### config.mk
export PLATFORM = sky130hd
export DESIGN_NAME = timer_dev
export DESIGN_NICKNAME = d
export VERILOG_FILES = /design/src/rtl/timer_pkg.sv /design/src/rtl/timer_dev.sv
export SDC_FILE = /design/constraint.sdc
export NUM_CORES = 1
export LEC_CHECK = 0
export BUFFER_PORTS_ARGS = -buffer_cell sky130_fd_sc_hd__buf_2
export CORE_MARGIN = 8
export CORE_UTILIZATION = 57
export CTS_CLUSTER_DIAMETER = 200
export DETAILED_ROUTE_END_ITERATION = 10
export PLACE_DENSITY = 0.81
export RECOVER_POWER = 25
export SLEW_MARGIN = 20
export SYNTH_ARGS = -nofsm -noshare
export SYNTH_HDL_FRONTEND = slang
export SYNTH_SLANG_ARGS = --single-unit
### constraint.sdc
create_clock -name clk -period 2.55 [get_ports clk]
set_clock_uncertainty 0.2 [all_clocks]
set_input_delay 0.3825 -clock clk [delete_from_list [all_inputs] [get_ports clk]]
set_output_delay 0.3825 -clock clk [all_outputs]
set_load 0.1 [all_outputs]
### src/rtl/timer_pkg.sv
// Shared definitions for the memory-mapped countdown timer: FSM encoding,
// register offsets and CTRL field layout.
package timer_pkg;

   typedef enum logic [1:0] {
      ST_IDLE = 2'd0,
      ST_LOAD = 2'd1,
      ST_CNT  = 2'd2,
      ST_INT  = 2'd3
   } state_t;

   localparam logic [1:0] REG_CTRL   = 2'd0;
   localparam logic [1:0] REG_PRESET = 2'd1;
   localparam logic [1:0] REG_COUNT  = 2'd2;

   localparam int unsigned CTRL_EN   = 0;
   localparam int unsigned CTRL_MODE = 1;
   localparam int unsigned CTRL_IM   = 3;

   localparam logic [1:0] MODE_ONESHOT = 2'b00;
   localparam logic [1:0] MODE_RELOAD  = 2'b01;

   // Only 01 reloads; both 1x encodings behave as one-shot.
   function automatic logic is_reload(input logic [1:0] mode);
      return mode == MODE_RELOAD;
   endfunction

endpackage

### src/rtl/timer_dev.sv
// 32-bit countdown timer on the core's M-stage data port.
// Define TIMER_IRQ_EN to build the IM bit, pending flag and irq output.
module timer_dev
   import timer_pkg::*;
(
   input  logic        clk,
   input  logic        reset,
   input  logic        sel,
   input  logic [1:0]  addr,
   input  logic        we,
   input  logic [31:0] wdata,
   output logic [31:0] rdata,
   output logic        irq
);

   state_t      state;
   logic        en;
   logic [1:0]  mode;
   logic        im;
   logic [31:0] preset;
   logic [31:0] count;
   logic [31:0] ctrl_word;
   logic        wr_ctrl;
   logic        wr_preset;

`ifdef TIMER_IRQ_EN
   logic pending;
`endif

   always_comb begin
      wr_ctrl   = sel && we && (addr == REG_CTRL);
      wr_preset = sel && we && (addr == REG_PRESET);
   end

   // FSM reads the pre-write register values; CPU writes are applied last so
   // they win over any FSM update of the same register on that edge.
   always_ff @(posedge clk) begin
      if (reset) begin
         state  <= ST_IDLE;
         en     <= 1'b0;
         mode   <= MODE_ONESHOT;
         preset <= '0;
         count  <= '0;
`ifdef TIMER_IRQ_EN
         im      <= 1'b0;
         pending <= 1'b0;
`endif
      end else begin
         unique case (state)
            ST_IDLE: begin
               if (en) state <= ST_LOAD;
            end
            ST_LOAD: begin
               count <= preset;
               state <= ST_CNT;
            end
            ST_CNT: begin
               if (!en) begin
                  state <= ST_IDLE;
               end else if (count <= 32'd1) begin
                  count <= '0;
                  state <= ST_INT;
`ifdef TIMER_IRQ_EN
                  pending <= 1'b1;
`endif
               end else begin
                  count <= count - 32'd1;
               end
            end
            ST_INT: begin
               if (is_reload(mode)) begin
                  state <= ST_LOAD;
`ifdef TIMER_IRQ_EN
                  pending <= 1'b0;
`endif
               end else begin
                  en    <= 1'b0;
                  state <= ST_IDLE;
               end
            end
         endcase

         if (wr_ctrl) begin
            en   <= wdata[CTRL_EN];
            mode <= wdata[CTRL_MODE +: 2];
`ifdef TIMER_IRQ_EN
            im      <= wdata[CTRL_IM];
            pending <= 1'b0;
`endif
         end

         if (wr_preset) begin
            preset <= wdata;
`ifdef TIMER_IRQ_EN
            pending <= 1'b0;
`endif
         end
      end
   end

`ifdef TIMER_IRQ_EN
   always_comb irq = pending & im;
`else
   always_comb im  = 1'b0;
   always_comb irq = 1'b0;
`endif

   always_comb begin
      ctrl_word                   = '0;
      ctrl_word[CTRL_EN]          = en;
      ctrl_word[CTRL_MODE +: 2]   = mode;
      ctrl_word[CTRL_IM]          = im;
      rdata                       = '0;
      if (sel) begin
         case (addr)
            REG_CTRL:   rdata = ctrl_word;
            REG_PRESET: rdata = preset;
            REG_COUNT:  rdata = count;
            default:    rdata = '0;
         endcase
      end
   end

endmodule
After elaboration in Yosys (flattened, before gate mapping)
Cells that the tools add are included.
{"block": "classes", "n_lt_le_gt_ge": 1, "div_mod_pow": 0, "n_eq_ne": 10, "mul": 0, "n_mux": 13, "shift": 0, "n_reduce_logical": 10, "bitwise_logic": 0, "addsub": 1}
{"cell": "$mux W32", "count": 3}
{"cell": "$pmux W32 S3", "count": 1}
{"cell": "$pmux W32 S2", "count": 1}
{"cell": "$le A32 B1 Y1 const B", "count": 1}
{"cell": "$sub A32 B1 Y32 const B", "count": 1}
{"cell": "$pmux W2 S4", "count": 1}
{"cell": "$eq A2 B1 Y1 const B", "count": 3}
{"cell": "$eq A2 B2 Y1 const B", "count": 3}
{"cell": "$mux W2", "count": 3}
{"cell": "$ne A2 B2 Y1 const B", "count": 3}
{"cell": "$reduce_and A2 Y1", "count": 3}
{"cell": "$logic_not A2 Y1", "count": 2}
{"cell": "$mux W1", "count": 4}
{"cell": "$reduce_bool A2 Y1", "count": 2}
{"cell": "$logic_and A1 B1 Y1", "count": 3}
{"cell": "$ne A3 B3 Y1 const B", "count": 1}
{"block": "totals", "n_memories": 0, "output_inout_bits": 33, "regBits": 69, "rom_bits": 0, "latch_bits": 0, "ram_bits": 0}

Logic depth before layout (Yosys ltp)
Gate-level depths: netlist of the first run.
{"block": "depth", "depth_word": 4, "ltp_mapped": 8, "depth_no_buf": 7}

Worst setup path after synthesis of the first run
OpenSTA, ideal clock, no wires.
{"block": "synth_path", "path_type": "in2out", "startpoint": "in addr[1]", "endpoint": "out rdata[21]", "arrival_ps": 2818, "setup_slack_ps": -851, "n_path_buf": 3, "stages": 6, "path_cell_list": "clkbuf_1 -> nor2b_1 -> clkbuf_1 -> clkbuf_1 -> a22oi_1 -> nor2b_1"}
{"block": "synth_between", "elab_chain_len": 3}
{"item": "from (decl)", "line": "timer_dev.sv:9", "text": "input logic [1:0] addr,"}
{"item": "$eq A2 B2 Y1 (tied with other cells)", "line": "timer_dev.sv:115", "text": "case (addr)"}
{"item": "$pmux W32 S3 *", "line": "timer_dev.sv:115"}
{"item": "$mux W32 *", "line": "timer_dev.sv:114", "text": "if (sel) begin"}
{"item": "to (decl)", "line": "timer_dev.sv:12", "text": "output logic [31:0] rdata,"}
Every way passes the cells marked *; elsewhere a longest branch is shown, timed or not.

Worst setup path after layout of the first run
{"block": "layout_path", "startpoint": "reg count[2]", "endpoint": "reg count[9]"}
{"block": "layout_between", "elab_chain_len": 4}
{"item": "from (decl)", "line": "timer_dev.sv:21", "text": "logic [31:0] count;"}
{"item": "from (signal assigned)", "line": "timer_dev.sv:54", "text": "count <= preset;"}
{"item": "from (signal assigned)", "line": "timer_dev.sv:67", "text": "count <= count - 32'd1;"}
{"item": "$sub A32 B1 Y32 / $le A32 B1 Y1 (equally long branches)", "line": "timer_dev.sv:67, timer_dev.sv:60"}
{"item": "$mux W32 *", "line": "timer_dev.sv:60", "text": "end else if (count <= 32'd1) begin"}
{"item": "$mux W32 *", "line": "timer_dev.sv:58", "text": "if (!en) begin"}
{"item": "$pmux W32 S2 *", "line": "timer_dev.sv:49", "text": "unique case (state)"}
Every way passes the cells marked *; elsewhere a longest branch is shown, timed or not. The select of a mux whose other input is x is not followed.
A chain may end at the register's enable or synchronous reset.

==> results of run 1 <==
[sequential cells by signal, indices dropped and copies added (netlist names)]
register	flops
en	1
mode	2
preset	32
state	2
count	32
[power by group]
group	internal, uW	leakage [uW]	total, uW	switching, uW
registers	1090	0.000557	1110	16.4
logic	109	0.00133	291	182
clock network	393	0.0000881	798	406
total	1590	0.00197	2200	604
[cell type report]
cell class,count,area (sq um),area share
clock buffer,12,155,0.0284
sequential,69,1380,0.253
tap,99,124,0.0227
inverter,6,22.5,0.00412
clock inverter,2,10.0,0.00183
timing repair buffer,96,1030,0.189
multi-input combinational,411,2740,0.502
[cell families (layout without fill, tap and decap cells)]
group	after synthesis	in the layout	share of synthesized area
AO/OA/AOI/OAI	175	175	0.284
AND/OR/NAND/NOR	225	225	0.292
flip-flops	69	69	0.332
other	1	1	0.000901
buffers and inverters	63	116	0.0667
XOR/XNOR	1	1	0.00211
multiplexers	7	7	0.0171
adder cells (fa/ha/maj)	2	2	0.00601
[worst min-delay path by stage]
stage / end / slack, ns
after floorplan: preset[21] / 0.25
after global routing: preset[27] / 0.07
after detailed placement: preset[22] / 0.26
after CTS: preset[19] / 0.07
final: preset[27] / 0.06
after global placement: preset[23] / 0.26
[routing by layer]
layer | vias up | share of wire | global-route usage
met5 | - | 0 | 0
met4 | 0 | 0.027 | 0.117
met3 | 33 | 0.077 | 0.0426
met2 | 233 | 0.49 | 0.445
met1 | 2143 | 0.40 | 0.285
li1 | 2121 | - | -
[stage by stage]
step / total power, uW / worst slack (ns) / hold WS (ns) / area [sq um] / instances
6_report: 2200 / 0.167 / 0.0629 / 5470 / 695
5_1_grt: 2270 / 0.00714 / 0.0727 / 5470 / 695
4_1_cts: 2190 / 0.158 / 0.0672 / 5470 / 695
3_5_place_dp: 1420 / 0.171 / 0.259 / 5300 / 681
3_3_place_gp: 1410 / 0.242 / 0.258 / 5300 / 681
2_1_floorplan: 1320 / 0.0306 / 0.245 / 4380 / 543
[tightest hold or removal path: stages]
cell	delay [ns]
buf_2	0.09
nand2_1	0.05
a21oi_1	0.05
[placed cells by master, fill, tap and decap left out, drive strengths merged, types with 3 or more instances in the layout]
master	n
dfxtp	69
nor3	16
nand2b	3
mux2i	6
o21ai	14
or3	5
a32oi	19
clkbuf	16
a21oi	58
o211ai	10
nand4	13
a22oi	30
nor4	14
o21a	7
nor2	21
nand2	76
a211oi	5
buf	92
a31oi	9
nand3	19
and2	5
inv	6
nor2b	33
o31ai	3
or4	9
[repair_timing]
| item | CTS | global route |
|---|---|---|
| hold buffers | 0 | 0 |
| setup endpoints to repair | 0 | 5 |
| gates resized for setup | 0 | 2 |
==> qor.yml, run 1 <==
p_leak_uw: 0.00197
fp.dieW_um: 101
cp_slowest_cell: "or4_1"
slowest_delay_ns: 0.54
route.antenna.remaining_nets: 0
antenna_found_initial: 0
timing.rr.start: "count[2]"
fmax_ghz: 0.420
wirelength_um: 12700
cellPowerDensity_nw_per_um2: 402
finalHoldViolCount: 0
crit_type: "register to register"
pin_count: 71
vias: 4530
yosysMostFrequentCell: "nand2_1"
ir_drop_v: 0.000221
critPathBufInv: 1
clock_latency_ns: 0.35
diodes: 0
regToRegEndpoint: "count[9]"
drv_cap: 0
start_kind: "register"
yosysTopAreaCell: "dfxtp_1"
end_kind: "register"
cts_buffer_depth: 2
fin_tns_setup_ns: 0
synth_cells: 543
status: "finished, final reports clean"
synth-edff-count: 0
holdPathStages: 3
grt_pass1_vias: 4478
yosys_warnings: 0
yosysUniqueCellTypes: 62
tightest_slew_ns: 0.891
synth_nets: 583
synth.ff_latch_count: 69
post-route-util: 0.762
crit_end: "count[9]"
max-slew-margin-rel: 0.406
die_h_um: 101
grt_pass1_wl_um: 21100
clock_sinks: 69
arrival_ns: 2.40
wire_per_inst_um: 18.3
dieArea_sq_um: 10300
r2r_cells: 6
async_flop_share: 0
synth_top_area_frac: 0.332
fin_crit_ns: 2.38
worstHoldPathType: "input port to register"
vias_per_cell: 6.52
fp-row-count: 31
required_ns: 2.57
ff2ff_setup_slack_ns: 0.17
drive_above_1_share: 0.265
rsz0062_at_grt: "false"
grt_start_max_net_pins: 33
syn_area_per_cell_sq_um: 7.66
cts_root_buffer: "clkbuf_8"
cts_setup_buffers: 0
grt_use_total: 0.251
start_util: 0.580
ys_top_cells_by_count: "76 x nand2_1, 69 x dfxtp_1, 58 x a21oi_1"
syn_to_final_growth_pct: 31.4
dp.final_hpwl_um: 8710
setup_violations: 0
synth_flop_cell: "dfxtp_1"
synthesis.area_sq_um: 4160
ys_seq_area_frac: 0.332
hp-start: "wdata[27]"
clk_pin_slew_worst_paths_ns: 0.07
final.fill_count: 524
drt-pass1-iter-count: 5
critPathLaunch: "count[2]"
cts_tree: "yes"
cts_buffers: 9
finalCritPeriodShare: 0.934
drc: 0
placement.io_buffers: 69
htreeDepth: 3
core-area_sq_um: 7180
critical_path_depth: 6
path_delay_family: "simple AND/OR/NAND/NOR gates"
drtIter0Drc: 377
globalRouteOverflowTotal: 0
crit_chain: "or4_1 -> nor3_1 -> nand4_4 -> buf_4 -> a31oi_1 -> o32ai_1"
crit_path_max_fanout: 19
synth_area_leaders: "dfxtp_1 33%, a21oi_1 7.0%, nand2_1 6.9%"
gp_congestion: 0.931
slew_viol_final: 0
num-nets-final: 633
Note: power is estimated with default switching activity, not from simulation.
==> run 2: changes to the inputs <==
CORE_UTILIZATION = 51   (was 57)
PLACE_DENSITY = 0.76   (was 0.81)
clock period = 2.16 ns   (was 2.55 ns; I/O delays follow)
==> qor.yml, run 2 (synthesis gave the netlist of run 1 again) <==
finalCritPeriodShare: 1.01
final_cell_mix: "76 x nand2_1, 71 x buf_4, 61 x dfxtp_1"
start_kind: "register"
drtIter0Drc: 359
drt-pass1-iter-count: 5
rsz0062_at_grt: "true"
cts_tree: "yes"
status: "finished with violations"
cts_buffers: 9
final_common_cell: "nand2_1"
diodes: 0
regToRegEndpoint: "count[9]"
finalHoldViolCount: 1
clock_sinks: 69
ir_drop_v: 0.000458
num-nets-final: 685
drive_above_1_share: 0.371
whs_ns: -0.00603
max-slew-margin-rel: 0.522
worstHoldPathType: "input port to register"
setup_violations: 1
antenna_found_initial: 0
globalRouteOverflowTotal: 0
clock_latency_ns: 0.36
dp.final_hpwl_um: 9620
wire_per_inst_um: 18.4
grtUsageMet2: 0.401
dieArea_sq_um: 11300
start_util: 0.517
wirelength_um: 13900
required_ns: 2.18
top_regs: "count (32), preset (32)"
grt_pass1_wl_um: 22600
fmax_ghz: 0.458
hp-start: "wdata[29]"
fp-row-count: 33
place_ws_ns: -0.0535
total_power_uw: 2920
crit_path_max_fanout: 19
final.setup.worst_slack_ns: -0.0233
r2r_cells: 6
die_h_um: 106
vias_per_cell: 6.23
cellPowerDensity_nw_per_um2: 475
post-route-util: 0.763
postLayoutCellArea_sq_um: 6150
timing.rr.start: "count[13]"
route.antenna.remaining_nets: 0
htreeDepth: 3
clk_pin_slew_worst_paths_ns: 0.09
core-area_sq_um: 8050
pin_count: 71
hold_path_end: "preset[29]"
cts_root_buffer: "clkbuf_8"
fin_crit_ns: 2.18
violations: "negative hold slack, negative setup slack"
tightest_slew_ns: 0.717
vias: 4703
grt_start_max_net_pins: 35
grt_use_total: 0.239
met1_usage: 0.287
arrival_ns: 2.21
gr-max-usage-layer: "met2"
syn_to_final_growth_pct: 47.7
drv_cap: 0
grt_pass1_vias: 4636
slew_viol_final: 0
met3_usage: 0.0496
cts_buffer_depth: 2
place_area_sq_um: 5700
crit_type: "register to register"
ff2ff_setup_slack_ns: -0.02
p_leak_uw: 0.00233
fp.dieW_um: 106
drc: 0
placement.io_buffers: 69
fin_tns_setup_ns: -0.0233
end_kind: "register"
gp_congestion: 0.927
holdPathStages: 3
-- run 2: where the power goes --
part           switching, uW  internal (uW)  total, uW
logic                    237            171        408
registers               16.0           1290       1300
clock network            528            680       1210
total                    781           2140       2920
-- run 2: area by class of cell --
class	instances	area, sq um
multi-input combinational	411	2910
tap	105	131
timing repair buffer	148	1460
clock buffer	10	138
sequential	69	1400
fill	577	1900
inverter	6	22.5
clock inverter	6	86.3
-- run 2: per-stage QoR --
stage / hold slack [ns] / instances
5_1_grt: 0.00157 / 755
3_5_place_dp: 0.261 / 733
2_1_floorplan: 0.245 / 543
6_report: -0.00603 / 755
3_3_place_gp: 0.256 / 733
4_1_cts: 0.000326 / 750
-- run 2: per-layer routing --
layer	vias to the layer above	part of all wire
met5	-	0
li1	2228	-
met1	2250	0.41
met2	187	0.50
met4	0	0.031
met3	38	0.064
-- run 2: critical path: stages (launching register included) --
cell	delay, ns
dfxtp_2	0.34
or4_4	0.62
nor3_4	0.24
nand4_4	0.16
buf_12	0.20
a31oi_2	0.19
o32ai_1	0.11
-- run 2: how the worst max path moves through the flow --
stage / from / end / slack [ns] / cells after the start
6_report: count[13] / count[9] / -0.02 / 6
5_1_grt: count[13] / count[9] / -0.08 / 6
4_1_cts: count[0] / count[30] / -0.02 / 8
3_5_place_dp: count[0] / count[30] / -0.05 / 8
3_3_place_gp: count[0] / count[11] / 0.003 / 6
2_1_floorplan: count[2] / count[9] / 0.003 / 7
-- run 2: what timing repair did --
| item | in CTS | in global routing |
|---|---|---|
| endpoints found under the setup margin | 10 | 19 |
| pin swaps | 4 | 17 |
| cloned | 0 | 1 |
| hold buffers | 0 | 0 |
| resized for setup | 8 | 34 |
| setup buffers | 1 | 4 |
==> run 3: changes to the inputs <==
ABC_AREA = 1   (was default)
CORE_UTILIZATION = 52   (was 51)
PLACE_DENSITY = 0.77   (was 0.76)
==> qor.yml, run 3 <==
rsz0062_at_grt: "false"
ys_seq_area_frac: 0.317
power.net_switching_uw: 1260
arrival_ns: 1.49
grt_pass1_vias: 4754
power_frac_comb: 0.271
syn_area_per_cell_sq_um: 6.26
cp_slowest_cell: "buf_12"
start_util: 0.533
crit_chain: "clkbuf_1 -> inv_1 -> nor2_1 -> buf_12 -> nand2_1 -> o211ai_1 -> nand2_1 -> clkinvlp_4 -> buf_12"
top_regs: "count (32), preset (32)"
seqPwrFrac: 0.365
route.antenna.remaining_nets: 0
synth_nets: 736
synth_flop_cell: "dfxtp_1"
placement.io_buffers: 69
diodes: 0
wire_per_inst_um: 15.4
synth_top_area_frac: 0.317
clock_latency_ns: 0.35
die_h_um: 108
cellPowerDensity_nw_per_um2: 651
grt_use_total: 0.241
fin_crit_ns: 2.02
fmax_ghz: 0.496
p_leak_uw: 0.00242
pwr-share-clk: 0.365
place_area_sq_um: 5540
fp.dieW_um: 108
cts_buffers: 9
synth-edff-count: 0
end_kind: "output pin"
htreeDepth: 3
intPower_uw: 2510
status: "finished, final reports clean"
clock_sinks: 69
drtIter0Drc: 300
slew_viol_final: 0
yosys_warnings: 0
postLayoutCellArea_sq_um: 5790
required_ns: 1.64
synthesis.area_sq_um: 4360
synth_cells: 696
vias_per_cell: 5.45
grt_start_max_net_pins: 34
cts_root_buffer: "clkbuf_8"
ir_drop_v: 0.000403
wirelength_um: 13600
gp_congestion: 0.932
yosysUniqueCellTypes: 41
cts_buffer_depth: 2
pin_count: 71
final_common_cell: "nand2_1"
num-nets-final: 810
worstHoldPathType: "input port to register"
vias: 4794
cts_tree: "yes"
final_cell_mix: "204 x nand2_1, 109 x nor2_1, 69 x dfxtp_1"
globalRouteOverflowTotal: 0
clk_pin_slew_worst_paths_ns: 0.08
drt-pass1-iter-count: 6
max-slew-margin-rel: 0.507
tightest_slew_ns: 0.740
finalCritPeriodShare: 0.934
path_delay_family: "buffers and inverters"
core-area_sq_um: 8180
crit_type: "input port to output pin"
dp.final_hpwl_um: 10100
dieArea_sq_um: 11600
drc: 0
syn_to_final_growth_pct: 32.8
start_kind: "input port"
whs_ns: 0.0221
async_flop_share: 0
antenna_found_initial: 0
drive_above_1_share: 0.232
critPathBufInv: 5
finalHoldViolCount: 0
swShare: 0.334
grt_pass1_wl_um: 22900
synth.ff_latch_count: 69
fin_tns_setup_ns: 0
yosysMostFrequentCell: "nand2_1"
synth_area_leaders: "dfxtp_1 32%, nand2_1 18%, nor2_1 9.4%"
ys_top_cells_by_count: "204 x nand2_1, 109 x nor2_1, 69 x dfxtp_1"
fp-row-count: 33
slowest_delay_ns: 0.23
crit_path_max_fanout: 33
yosysTopAreaCell: "dfxtp_1"
drv_cap: 0
setup_violations: 0
run 3: changes by cell type in the layout (fill, tap and decap cells not counted), moves of 30 or more:
cell / previous run / this run
buf_4: 71 / 20
inv_1: 4 / 45
o21ai_0: 14 / 61
nand2_1: 76 / 204
nor2_1: 20 / 109
a22oi_1: 30 / 0
run 3: layer usage:
metal,part of all wire,up-vias,track usage
met3,0.068,20,0.0473
met1,0.44,2211,0.301
met2,0.48,187,0.406
met5,0,-,0
met4,0.014,0,0.0743
li1,-,2376,-
run 3: per-stage QoR:
stage,total power [uW],std cells,setup slack (ns),utilization
after floorplan,2130,696,-0.181,-
after global placement,2380,864,0.250,0.677
after detailed placement,2400,864,0.156,0.677
after CTS,3760,880,0.145,0.709
after global routing,3940,880,0.00754,0.708
final,3770,880,0.144,0.708
run 3: cell type report:
| cell class | count | area (sq um) |
|---|---|---|
| inverters | 55 | 220 |
| clock buffers | 11 | 151 |
| well taps | 105 | 131 |
| flip-flops and latches | 69 | 1380 |
| fillers | 716 | 2390 |
| multi-input cells | 541 | 2750 |
| repair buffers | 94 | 1040 |
| clock inverters | 5 | 106 |
run 3: worst paths after layout:
check | start | to | slack [ns] | depth (start not counted)
max | addr[0] | rdata[1] | 0.14 | 9
min | wdata[1] | mode[0] | 0.02 | 3
max reg2reg | count[1] | count[18] | 0.16 | 12
min reg2reg | preset[12] | preset[12] | 0.28 | 2
run 3: timing repair:
| action | 4_1_cts | 5_1_grt |
|---|---|---|
| gates resized for setup | 0 | 1 |
| hold buffers | 0 | 0 |
| buffers inserted | 0 | 0 |
| setup endpoints to repair | 0 | 4 |
run 3: cell families (layout without fill, tap and decap cells):
family | count (synthesis) | in the layout | share of synthesized area
adders and majority gates | 2 | 2 | 0.00574
DFF | 69 | 69 | 0.317
and+or+nand+nor | 375 | 375 | 0.374
buffers and inverters | 86 | 165 | 0.0942
other | 1 | 1 | 0.000861
xor gates and xnor gates | 14 | 14 | 0.0281
AOI/OAI and AO/OA | 149 | 149 | 0.180
run 3: power by group through the flow:
stage | Clock (uW) | Sequential, uW | Combinational (uW)
3_3_place_gp | 0 | 1400 | 981
3_5_place_dp | 0 | 1400 | 998
6_report | 1370 | 1370 | 1020
5_1_grt | 1440 | 1380 | 1130
2_1_floorplan | 0 | 1390 | 748
4_1_cts | 1370 | 1370 | 1010
run 3: tightest hold or removal path, cell delays in order:
cell,delay (ns)
buf_2,0.09
nor2_1,0.04
nor2_1,0.09
